`src/rtl/frame_strobe_sequencer.sv`:
```
// frame_strobe_sequencer: drives FrameData, then pulses one FrameStrobe bit per accepted frame-write request
// Ports: UserCLK/reset (sync, active-high); req_valid/req_ready handshake with req_col/req_frame/req_data;
//        FrameData shared data word; FrameStrobe one-hot, bit col*MaxFramesPerCol+frame;
//        busy while a transaction runs; addr_err one-cycle pulse for a rejected out-of-range request
module frame_strobe_sequencer #(
    parameter int MaxFramesPerCol = 20,
    parameter int FrameBitsPerRow = 32,
    parameter int NumColumns      = 10,
    parameter int SETUP_CYCLES    = 1,
    parameter int STROBE_CYCLES   = 1,
    parameter int HOLD_CYCLES     = 1
) (
    input  logic                                  UserCLK,
    input  logic                                  reset,
    input  logic                                  req_valid,
    output logic                                  req_ready,
    input  logic [$clog2(NumColumns)-1:0]         req_col,
    input  logic [$clog2(MaxFramesPerCol)-1:0]    req_frame,
    input  logic [FrameBitsPerRow-1:0]            req_data,
    output logic [FrameBitsPerRow-1:0]            FrameData,
    output logic [NumColumns*MaxFramesPerCol-1:0] FrameStrobe,
    output logic                                  busy,
    output logic                                  addr_err
);
    localparam int CLW  = $clog2(NumColumns);
    localparam int FW   = $clog2(MaxFramesPerCol);
    localparam int SW   = NumColumns * MaxFramesPerCol;
    localparam int IW   = $clog2(SW);
    localparam int MAXP = (SETUP_CYCLES > STROBE_CYCLES)
                          ? ((SETUP_CYCLES > HOLD_CYCLES) ? SETUP_CYCLES : HOLD_CYCLES)
                          : ((STROBE_CYCLES > HOLD_CYCLES) ? STROBE_CYCLES : HOLD_CYCLES);
    localparam int CW   = $clog2(MAXP + 1);
    typedef enum logic [1:0] {IDLE, SETUP, STROBE, HOLD} state_t;
    state_t               state, state_d;
    logic [CW-1:0]        cnt, cnt_d, lim;
    logic [CLW-1:0]       col_q, col_d;
    logic [FW-1:0]        frame_q, frame_d;
    logic [FrameBitsPerRow-1:0] data_d;
    logic [SW-1:0]        strobe_d;
    logic [IW-1:0]        idx;
    logic                 addr_err_d, in_range, done;
    assign req_ready = state == IDLE;
    assign busy      = state != IDLE;
    always_comb begin
        in_range   = int'(req_col) < NumColumns && int'(req_frame) < MaxFramesPerCol;
        lim        = state == SETUP  ? CW'(SETUP_CYCLES - 1)
                   : state == STROBE ? CW'(STROBE_CYCLES - 1) : CW'(HOLD_CYCLES - 1);
        done       = cnt == lim;
        idx        = IW'(int'(col_q) * MaxFramesPerCol + int'(frame_q));
        state_d    = state;
        col_d      = col_q;
        frame_d    = frame_q;
        data_d     = FrameData;
        addr_err_d = 1'b0;
        case (state)
            IDLE: if (req_valid) begin
                if (in_range) begin
                    state_d = SETUP;
                    col_d   = req_col;
                    frame_d = req_frame;
                    data_d  = req_data;
                end else addr_err_d = 1'b1;
            end
            SETUP:   if (done) state_d = STROBE;
            STROBE:  if (done) state_d = HOLD;
            default: if (done) state_d = IDLE;
        endcase
        // counter restarts on every state entry; the strobe is decoded from the next state so it is registered
        cnt_d    = (state_d != state || state == IDLE) ? '0 : cnt + 1'b1;
        strobe_d = state_d == STROBE ? SW'(1) << idx : '0;
    end
    always_ff @(posedge UserCLK) begin
        if (reset) begin
            state       <= IDLE;
            cnt         <= '0;
            col_q       <= '0;
            frame_q     <= '0;
            FrameData   <= '0;
            FrameStrobe <= '0;
            addr_err    <= 1'b0;
        end else begin
            state       <= state_d;
            cnt         <= cnt_d;
            col_q       <= col_d;
            frame_q     <= frame_d;
            FrameData   <= data_d;
            FrameStrobe <= strobe_d;
            addr_err    <= addr_err_d;
        end
    end
endmodule
```
`config.mk`:
```
export PLATFORM = sky130hd
export DESIGN_NAME = frame_strobe_sequencer
export DESIGN_NICKNAME = d
export VERILOG_FILES = /design/src/rtl/frame_strobe_sequencer.sv
export SDC_FILE = /design/constraint.sdc
export NUM_CORES = 1
export LEC_CHECK = 0
export CAP_MARGIN = 30
export CORE_MARGIN = 5
export CORE_UTILIZATION = 41
export CTS_BUF_LIST = sky130_fd_sc_hd__clkbuf_2 sky130_fd_sc_hd__clkbuf_4 sky130_fd_sc_hd__clkbuf_8
export CTS_CLUSTER_SIZE = 16
export DETAILED_ROUTE_END_ITERATION = 8
export PLACE_DENSITY = 0.78
export SYNTH_ARGS = -nofsm -noshare
export SYNTH_HDL_FRONTEND = slang
export SYNTH_SLANG_ARGS = --single-unit
```
`constraint.sdc`:
```
create_clock -name UserCLK -period 2.5 [get_ports UserCLK]
set_input_delay 0.5 -clock UserCLK [delete_from_list [all_inputs] [get_ports UserCLK]]
set_output_delay 0.5 -clock UserCLK [all_outputs]
set_load 0.05 [all_outputs]
```
==> results by group <==
STA
  • Worst-margin pin slew: approximately 0.57 ns
  • Final Hold Vio Count: 0
  • Fmax achieved: 409 MHz
  • Setup Viol. Count Final: 0
  • Period Utilization, post-route: 97.7%
  • Rel. slew slack: approximately 62%
  • Final min period: 2.44 ns
  • Max Clock Skew: 0.0196 ns
  • Setup_tns: 0 ns
  • Max-slew violations: 0
  • RSZ-0062 raised after global routing: true

Critical path
  • Crit path kind: flip-flop to flip-flop
  • Critical path required time: 2.94 ns
  • Reg2reg start: col_q[1]
  • Startpoint type of the worst setup path: flip-flop
  • Worst-case reg-to-reg path depth: 8
  • R2R Setup Slk: 0.06 ns
  • CP Capture Type: flip-flop
  • Reg2reg end: FrameStrobe[159]
  • CP Max Fanout: 5
  • Arr. time, crit path: between 2 and 3 ns

Job
  • Max Cap Viol: 0

Global route
  • Met3 Use GR: 7.75%
  • Gr ovfl total: 0
  • Initial antenna violation count: 0
  • Met1 usage: 24.7%
  • Grt peak-use layer: met2
  • Largest net degree at the start of global routing: 45
  • Total global-route track usage: about a fifth
  • Met2 Use GR: 34.4%
  • Vias in the first global route: 6458
  • First-pass GRT wire length: 35900 µm

Synth
  • Top area cells in the synthesized netlist: dfxtp_1, nor3_1, nand2_1, a21oi_1, nor2_1
  • Synth warnings: 0
  • Cell area after synthesis: 7540 µm²
  • Syn nets: roughly 770
  • Avg Inst Size Synth: ~10 µm²
  • Post-synth top area share: 65.1%
  • Synth Register Bits: 245
  • Synth unique cells: 46
  • Biggest area consumer among synthesized cells: dfxtp_1
  • Register area share after synthesis: 65.1%
  • Mapped Cells: 722

Min path
  • Worst hold path type: flip-flop to flip-flop
  • Hold path depth: 2
  • HP Start: FrameData[8]
  • Hold EP: FrameData[8]

Clock network
  • Reg clk slew, reported paths: 0.06 ns
  • TritonCTS Buffers: 39
  • Maximum clock path buffer count: 3
  • H-tree depth: 2
  • CTS tree: done
  • Worst-Skew Late Latency: 0.53 ns
  • Sink Count: 245
  • Clock root cell: clkbuf_8

Finish
  • Most frequent cells in the layout: clkdlybuf4s50_1, dfxtp_1, nor3_1
  • # diodes: 0
  • Final nets: 1082
  • Most common cell after layout, fill and taps aside: clkdlybuf4s50_1
  • Fillcell total: 1392
  • Layout cell share with drive strength beyond 1: 17.1%
  • Final Core Density: 65.4%
  • Area grow syn2layout: 56.4%

Power and ir drop
  • Leak pwr: 4.09 nW
  • Power per cell area: 689 nW/µm²
  • Peak supply drop: 418 µV

Routing
  • DRT iter0 DRCs: 251
  • DR vias/cell: between 4 and 5
  • Final wirelength: 23200 µm
  • Via count: 6394
  • DR WL/cell: 18.1 µm
  • Pre-Repair DR Iteration Count: 4
  • DRC: 0
  • Routed Antenna Nets: 0

Floorplanning
  • Die width: approximately 150 µm
  • Height of the die: between 100 and 150 µm
  • Core Rows: 49
  • CORE AREA: approximately 18000 µm²
  • I/O Pins: 279
  • Initial Util: 41.8%
  • Die Footprint: 21200 µm²

Status
  • Status: completed

Placement
  • Port Buffers: 278
  • Detailed Place HPWL: 16100 µm
  • RePlAce Congestion: ~0.78
[logic make-up after synthesis]
group	Yosys count	share of synthesized area, %
adder cells (fa/ha/maj)	8	1.53
flip-flops	245	65.1
AO/OA/AOI/OAI	65	5.69
other	1	0.0497
XOR/XNOR	5	0.780
AND/OR/NAND/NOR	334	23.1
buffers and inverters	64	3.75
[timing repair]
action / 4_1_cts / 5_1_grt
hold endpoints to repair: 0 / 0
buffers inserted: 1 / 4
endpoints found under the setup margin: 92 / 111
resized for setup: 14 / 18
hold buffers: 0 / 0
pin swaps: 6 / 10
[metrics by stage]
stage          total power, mW  cell area, µm²  worst slack, ns  hold slack (ns)  std cells
2_1_floorplan             4.50            7620          0.00500            0.440        722
3_3_place_gp              4.76           10800          -0.0646            0.440       1213
3_5_place_dp              4.77           10800          -0.0640            0.446       1213
4_1_cts                   8.18           11700        -0.000178            0.453       1278
5_1_grt                   8.42           11800          -0.0738            0.475       1282
6_report                  8.12           11800           0.0572            0.451       1282
[flip-flops by register name (all words and copies together), names as in the netlist]
| signal | cells |
|---|---|
| FrameStrobe | 200 |
| col_q | 4 |
| FrameData | 32 |
| frame_q | 5 |
| state | 2 |
| cnt | 1 |
| addr_err | 1 |
[power breakdown]
part | total, mW | internal (mW) | switching (mW)
registers | 3.97 | 3.95 | 0.0271
clock network | 3.40 | 1.95 | 1.45
logic | 0.748 | 0.271 | 0.477
total | 8.12 | 6.16 | 1.96
[cell type report]
| type | instances | area (µm²) | share of cell area, % |
|---|---|---|---|
| Sequential cell | 245 | 4910 | 41.6 |
| Multi-Input combinational cell | 413 | 2540 | 21.6 |
| Inverter | 5 | 18.8 | 0.159 |
| Clock inverter | 6 | 61.3 | 0.520 |
| Clock buffer | 58 | 723 | 6.13 |
| Tap cell | 229 | 287 | 2.43 |
| Timing Repair Buffer | 326 | 3250 | 27.6 |
[critical path: stages, from the launching register on]
cell	delay (ns)
dfxtp_2	0.33
ha_4	0.25
ha_4	0.15
fa_2	0.56
and3b_2	0.24
nor4b_4	0.21
buf_4	0.16
nand4_1	0.21
nor3b_2	0.25
[worst max path at each step]
stage          startpoint               end  slack, ns  cells after the start
3_3_place_gp     col_q[1]  FrameStrobe[113]      -0.06                      8
6_report         col_q[1]  FrameStrobe[159]       0.06                      8
4_1_cts          col_q[3]  FrameStrobe[190]    -0.0002                      8
5_1_grt          col_q[1]  FrameStrobe[159]      -0.07                      8
2_1_floorplan    col_q[3]   FrameStrobe[73]      0.005                      8
3_5_place_dp     col_q[1]  FrameStrobe[113]      -0.06                      8
[cells in the mapped netlist (all sizes together)]
| cell | n |
|---|---|
| and3 | 1 |
| and4 | 1 |
| a21bo | 1 |
| dfxtp | 245 |
| conb | 1 |
| buf | 20 |
| o21ai | 5 |
| a2111oi | 3 |
| a211o | 1 |
| o22ai | 1 |
| nor3 | 113 |
| nor2 | 53 |
| o21a | 1 |
| or3b | 1 |
| fa | 2 |
| a21boi | 1 |
| xor2 | 2 |
| nor3b | 13 |
| nor4 | 29 |
| a2bb2oi | 1 |
| nand4 | 5 |
| ha | 6 |
| nand2 | 100 |
| inv | 5 |
| xnor2 | 3 |
| clkbuf | 39 |
| a21oi | 47 |
| a211oi | 2 |
| and3b | 1 |
| nand3b | 10 |
| a22oi | 1 |
| o22a | 1 |
| nand2b | 2 |
| or3 | 2 |
| nand3 | 2 |
| nor4b | 1 |
[metal layers]
metal  vias to the layer above  part of all wire (%)
met3                        49                   9.4
met2                       314                    48
met5                         -                     0
li1                       3053                     -
met4                         0                   2.8
met1                      2978                    40
Note: power is estimated with default switching activity, not from simulation.
==> RTL edit 1 (config.mk and constraints unchanged) <==
Encoding of `state_t`: now one-hot (4 bits for 4 states).
--- a/src/rtl/frame_strobe_sequencer.sv
+++ b/src/rtl/frame_strobe_sequencer.sv
@@ -30,7 +30,7 @@
                           ? ((SETUP_CYCLES > HOLD_CYCLES) ? SETUP_CYCLES : HOLD_CYCLES)
                           : ((STROBE_CYCLES > HOLD_CYCLES) ? STROBE_CYCLES : HOLD_CYCLES);
     localparam int CW   = $clog2(MAXP + 1);
-    typedef enum logic [1:0] {IDLE, SETUP, STROBE, HOLD} state_t;
+    typedef enum logic [3:0] {IDLE = 4'b0001, SETUP = 4'b0010, STROBE = 4'b0100, HOLD = 4'b1000} state_t;
     state_t               state, state_d;
     logic [CW-1:0]        cnt, cnt_d, lim;
     logic [CLW-1:0]       col_q, col_d;
Function: no difference found for any inputs over 4 cycles, from zero or initial values and one cycle with reset high; so few cycles prove little.
==> RTL edit 1 against the original RTL <==
  * The flow now finishes with violations (negative setup slack)
  * Total power grew 2.0%
  * Setup slack got worse by 0.24 ns
  * Sequential cell count increased by 2
  * Routed wire length up 16%
  * Core utilization grew 4.5 points
  * Global-route usage up 0.49 points
  * Fmax shrank 8.9%
  * Critical path depth grew 1
  * Area after synthesis barely moved
  * Combinational power down 6.6%
  * Cell area is 6.9% higher
  * Largest cell class unchanged
==> RTL edit 1: results (changes against the original RTL) <==
{| class="wikitable"
! Metric !! Value
|-
| Total setup violations reported at the end of the flow || 131 (+131)
|-
| Max transition margin || 0.3233 (-0.2972)
|-
| Number of cells on the worst reg-to-reg path || 9 (+1)
|-
| Synth area leaders || sky130_fd_sc_hd__dfxtp_1 (66%), sky130_fd_sc_hd__nand2_1 (6.0%), sky130_fd_sc_hd__nor2_1 (5.6%)
|-
| Setup total negative slack || -10.65 ns (-10.65 ns)
|-
| Maximum number of pins on one net before global-route repair || 45 (unchanged)
|-
| Fraction of registers with async set/reset || 0 (unchanged)
|-
| GR Util All Layers || 0.2115 (+0.004910)
|-
| M3 GR Usage || 0.07163 (-0.005917)
|-
| Fraction of met1 tracks used by global routing || 0.2415 (-0.005524)
|-
| Detailed route wirelength on metal2 || 12830 microns (+16%)
|-
| Clk slew on worst S/H paths || 0.06 ns (about the same)
|-
| Distinct cell type count of the synthesized netlist || 45 (-2.2%)
|-
| Routability-driven placement congestion ratio || 0.8415 (+7.3%)
|-
| Post-Synthesis Net Count || 813 (+5.0%)
|-
| Number of design-rule violations left by the first detailed-router iteration || 468 (+86%)
|-
| Regs by FF count || FrameStrobe (200), FrameData (32), frame_q (5)
|-
| Via count of the first global-routing pass || 6790 (+5.1%)
|-
| Antenna-violating nets left || 0 (unchanged)
|-
| Final worst-path setup slack || -0.1821 ns (-0.2392 ns)
|-
| Net switching share of the total power || 0.2439 (+0.002807)
|-
| Crit path DAT || 3.12 ns (+0.24 ns)
|-
| First-pass GRT wire length || 36600 microns (+2.0%)
|-
| GR met2 Demand/Resource || 0.3653 (+0.02145)
|-
| Net count, final || 1154 (+6.7%)
|-
| HPWL after detailed placement || 16940 microns (+5.5%)
|-
| Most common library cells after synthesis || sky130_fd_sc_hd__dfxtp_1 (247), sky130_fd_sc_hd__nand2_1 (120), sky130_fd_sc_hd__nor2_1 (113)
|-
| Root cell of the clock tree || sky130_fd_sc_hd__clkbuf_8
|-
| Run status || complete, but fails checks
|-
| Seq/Total Area, Yosys || 0.6557 (+0.005094)
|-
| Met1 Routed Length || 10290 microns (+11%)
|-
| Routed vias || 7054 (+10%)
|-
| TritonCTS buffer count || 40 (+2.6%)
|-
| Iteration count of the initial detailed-routing pass || 4 (unchanged)
|-
| Fraction of layout instances using a drive strength above 1 || 0.1897 (+0.01878)
|-
| Leakage power || 4.475 nW (+9.5%)
|-
| Largest clock skew in the final design || 0.01851 ns (-0.001060 ns)
|-
| Dpl cell area || 10790 sq um (-0.24%)
|-
| Routed length per instance || 19.80 microns (+9.2%)
|-
| Met3 wire length || 2525 microns (+15%)
|-
| Worst IR drop on VDD || 0.0004982 V (+19%)
|-
| Worst hold path class || input pin to flop
|-
| Failing checks || negative setup slack
|-
| Fillers || 1285 (-7.7%)
|}
==> RTL edit 1: cell types whose count changed after synthesis, moves of 6 or more <==
| cell | before | now |
|---|---|---|
| sky130_fd_sc_hd__nor4_2 | 7 | 0 |
| sky130_fd_sc_hd__nor2b_1 | 0 | 6 |
| sky130_fd_sc_hd__nor4_1 | 22 | 37 |
| sky130_fd_sc_hd__nand2_1 | 96 | 120 |
| sky130_fd_sc_hd__nand3b_1 | 10 | 1 |
| sky130_fd_sc_hd__buf_2 | 13 | 2 |
| sky130_fd_sc_hd__nor3b_1 | 13 | 1 |
| sky130_fd_sc_hd__nor3_2 | 15 | 0 |
| sky130_fd_sc_hd__nor2_1 | 53 | 113 |
| sky130_fd_sc_hd__nor4b_2 | 0 | 9 |
| sky130_fd_sc_hd__nor3_1 | 98 | 59 |
==> RTL edit 1: per-stage QoR <==
step	std cells	power (mW)	worst slack [ns]	hold slack, ns
after floorplan	761	4.439	-0.08497	0.4400
after global placement	1256	4.684	0.004602	0.4402
after detailed placement	1256	4.694	-0.09629	0.4468
after CTS	1324	8.233	-0.1226	0.1685
after global routing	1357	8.574	-0.2851	0.1875
final	1357	8.277	-0.1821	0.1992
==> RTL edit 1: area by class of cell <==
class / count / area (sq um) / area share
multi-input cells: 459 / 2913 / 0.2312
clock buffers: 62 / 753.2 / 0.05979
well taps: 229 / 286.5 / 0.02275
repair buffers: 350 / 3612 / 0.2867
inverters: 4 / 15.01 / 0.001192
clock inverters: 6 / 67.56 / 0.005364
flip-flops and latches: 247 / 4950 / 0.3929
==> RTL edit 1: logic make-up (layout without fill, tap and decap cells) <==
group,after synthesis,after routing,share of synthesized area
buffers and inverters,55,422,0.02771
AOI/OAI and AO/OA,73,73,0.05708
xor gates and xnor gates,6,6,0.008795
and+or+nand+nor,371,371,0.2349
other,1,1,0.0004973
adders and majority gates,8,8,0.01526
DFF,247,247,0.6557
==> RTL edit 1: final timing paths <==
check	startpoint	to	slack, ns
worst max register to register	col_q[1]$_SDFFE_PP0P_	FrameStrobe[72]$_SDFF_PP0_	-0.18
worst max-delay path	col_q[1]$_SDFFE_PP0P_	FrameStrobe[72]$_SDFF_PP0_	-0.18
worst min-delay path	reset	state[2]$_SDFF_PP0_	0.20
worst min register to register	FrameData[15]$_SDFFE_PP0P_	FrameData[15]$_SDFFE_PP0P_	0.45
==> RTL edit 1: power by group through the flow <==
stage	registers, mW	logic (mW)	clock network [mW]
4_1_cts	4.00	0.612	3.62
2_1_floorplan	4.17	0.265	0
3_5_place_dp	4.09	0.605	0
6_report	4.01	0.699	3.57
5_1_grt	4.01	0.741	3.82
3_3_place_gp	4.09	0.598	0
==> RTL edit 1: repair_timing <==
item                       in CTS  in global routing
resized for setup               8                118
pin swaps                       0                 14
setup buffers                   0                 18
cloned                          0                 16
setup endpoints to repair      23                179
==> RTL edit 2 (config.mk and constraints unchanged) <==
Without the edit above. Set the parameter `NumColumns` to 20 (it was 10).
--- a/src/rtl/frame_strobe_sequencer.sv
+++ b/src/rtl/frame_strobe_sequencer.sv
@@ -5,7 +5,7 @@
 module frame_strobe_sequencer #(
     parameter int MaxFramesPerCol = 20,
     parameter int FrameBitsPerRow = 32,
-    parameter int NumColumns      = 10,
+    parameter int NumColumns      = 20,
     parameter int SETUP_CYCLES    = 1,
     parameter int STROBE_CYCLES   = 1,
     parameter int HOLD_CYCLES     = 1
Ports: changed (resized FrameStrobe and req_col); port bits go from 279 to 480. No check against the original RTL was run, so the function may have changed too.
==> RTL edit 2 against the original RTL <==
  * Total power grew 82%
  * Non-clock buffer count up 296
  * Setup slack got worse by 0.31 ns
  * Routed wire length up 110%
  * Cell area grew 87%
  * Combinational power is 75% higher
  * Sequential cell count up 201
  * Worst hold slack gained 0.00062 ns
  * Area after synthesis grew 69%
  * Cell count grew 80%
  * The run now ends with negative setup slack left
==> RTL edit 2: results (changes against the original RTL) <==
{| class="wikitable"
! Metric !! Value
|-
| Run status || complete, but fails checks
|-
| Failing checks || negative setup slack
|-
| Capture point of the worst reg-to-reg path || FrameStrobe[200]$_SDFF_PP0_
|-
| Adder and majority gate portion of the synthesized area || 0.01198 (-0.003287)
|-
| Number of instances resized during post-cts repair || 135 (+121)
|-
| Count of placed standard cells including taps || 2159 (+78%)
|-
| TritonCTS buffer count || 68 (+74%)
|-
| Launching element of the worst setup path || col_q[3]$_SDFFE_PP0P_
|-
| CTS H-tree lvls || 3 (+1)
|-
| Layout buffering overhead excluding clock cells || 0.2884 (+0.01283)
|-
| Number of multi-input combinational cells in the layout || 714 (+73%)
|-
| Minimum setup slack after placement || -0.2608 ns (-0.1968 ns)
|-
| Share of cell area taken by muxes after synthesis || 0.001670 (+0.001670)
|-
| Crit path DAT || 3.22 ns (+0.34 ns)
|-
| Post-synthesis instance total || 1238 (+71%)
|-
| Routed length per instance || 20.98 microns (+16%)
|-
| Number of inverters outside the clock class in the layout || 2 (-3)
|-
| Total of clock buffers placed in the layout || 103 (+78%)
|-
| Buffer count from post-CTS setup fixing || 11 (+10)
|-
| Clock Latency Late Sink || 0.58 ns (+0.05 ns)
|-
| GR Util All Layers || 0.2541 (+0.04752)
|-
| Total setup violations reported at the end of the flow || 306 (+306)
|-
| Worst IR drop on VDD || 0.0005245 V (+26%)
|-
| Dpl cell area || 19020 sq um (+76%)
|-
| Fraction of layout instances using a drive strength above 1 || 0.2630 (+0.09205)
|-
| Total of buffers placed on input and output ports || 479 (+72%)
|-
| Routed via count divided by cell count || 5.004 (+0.34%)
|-
| Sequential cell area || 8939 sq um (+82%)
|-
| Finished layout cell area || 22030 sq um (+87%)
|-
| Post-synthesis compound-gate area fraction || 0.02632 (-0.03061)
|-
| Final worst-path setup slack || -0.2522 ns (-0.3094 ns)
|-
| FF+latch count || 446 (+82%)
|-
| Hold_sp || FrameData[9]$_SDFFE_PP0P_
|-
| Number of flip-flops in the largest register || 400 (+100%)
|-
| First-pass GRT wire length || 68010 microns (+89%)
|-
| Number of inserted diodes || 1 (+1)
|-
| Hold Path Sink || FrameData[9]$_SDFFE_PP0P_
|-
| Fillers || 2031 (+46%)
|-
| Post-Synth XOR/XNOR Area || 0.01552 (+0.007718)
|}
## RTL edit 2: critical path, cell delays in order, from the launching register on
cell                        delay, ns
sky130_fd_sc_hd__dfxtp_2         0.33
sky130_fd_sc_hd__ha_4            0.24
sky130_fd_sc_hd__ha_4            0.16
sky130_fd_sc_hd__fa_2            0.38
sky130_fd_sc_hd__xnor2_2         0.16
sky130_fd_sc_hd__a2111oi_1       0.46
sky130_fd_sc_hd__a31oi_1         0.14
sky130_fd_sc_hd__or3_4           0.52
sky130_fd_sc_hd__nor4_1          0.23
## RTL edit 2: report_power, final
group | total (mW) | internal [mW] | switching [mW]
sequential | 7.18 | 7.15 | 0.0303
clock | 6.29 | 3.43 | 2.86
combinational | 1.31 | 0.470 | 0.835
## RTL edit 2: layer usage
metal,part of all wire,up-vias,global-route usage
met2,0.51,571,0.4506
met3,0.092,142,0.07526
met1,0.35,5542,0.2826
met5,0,-,0
li1,-,5265,-
met4,0.046,0,0.1125
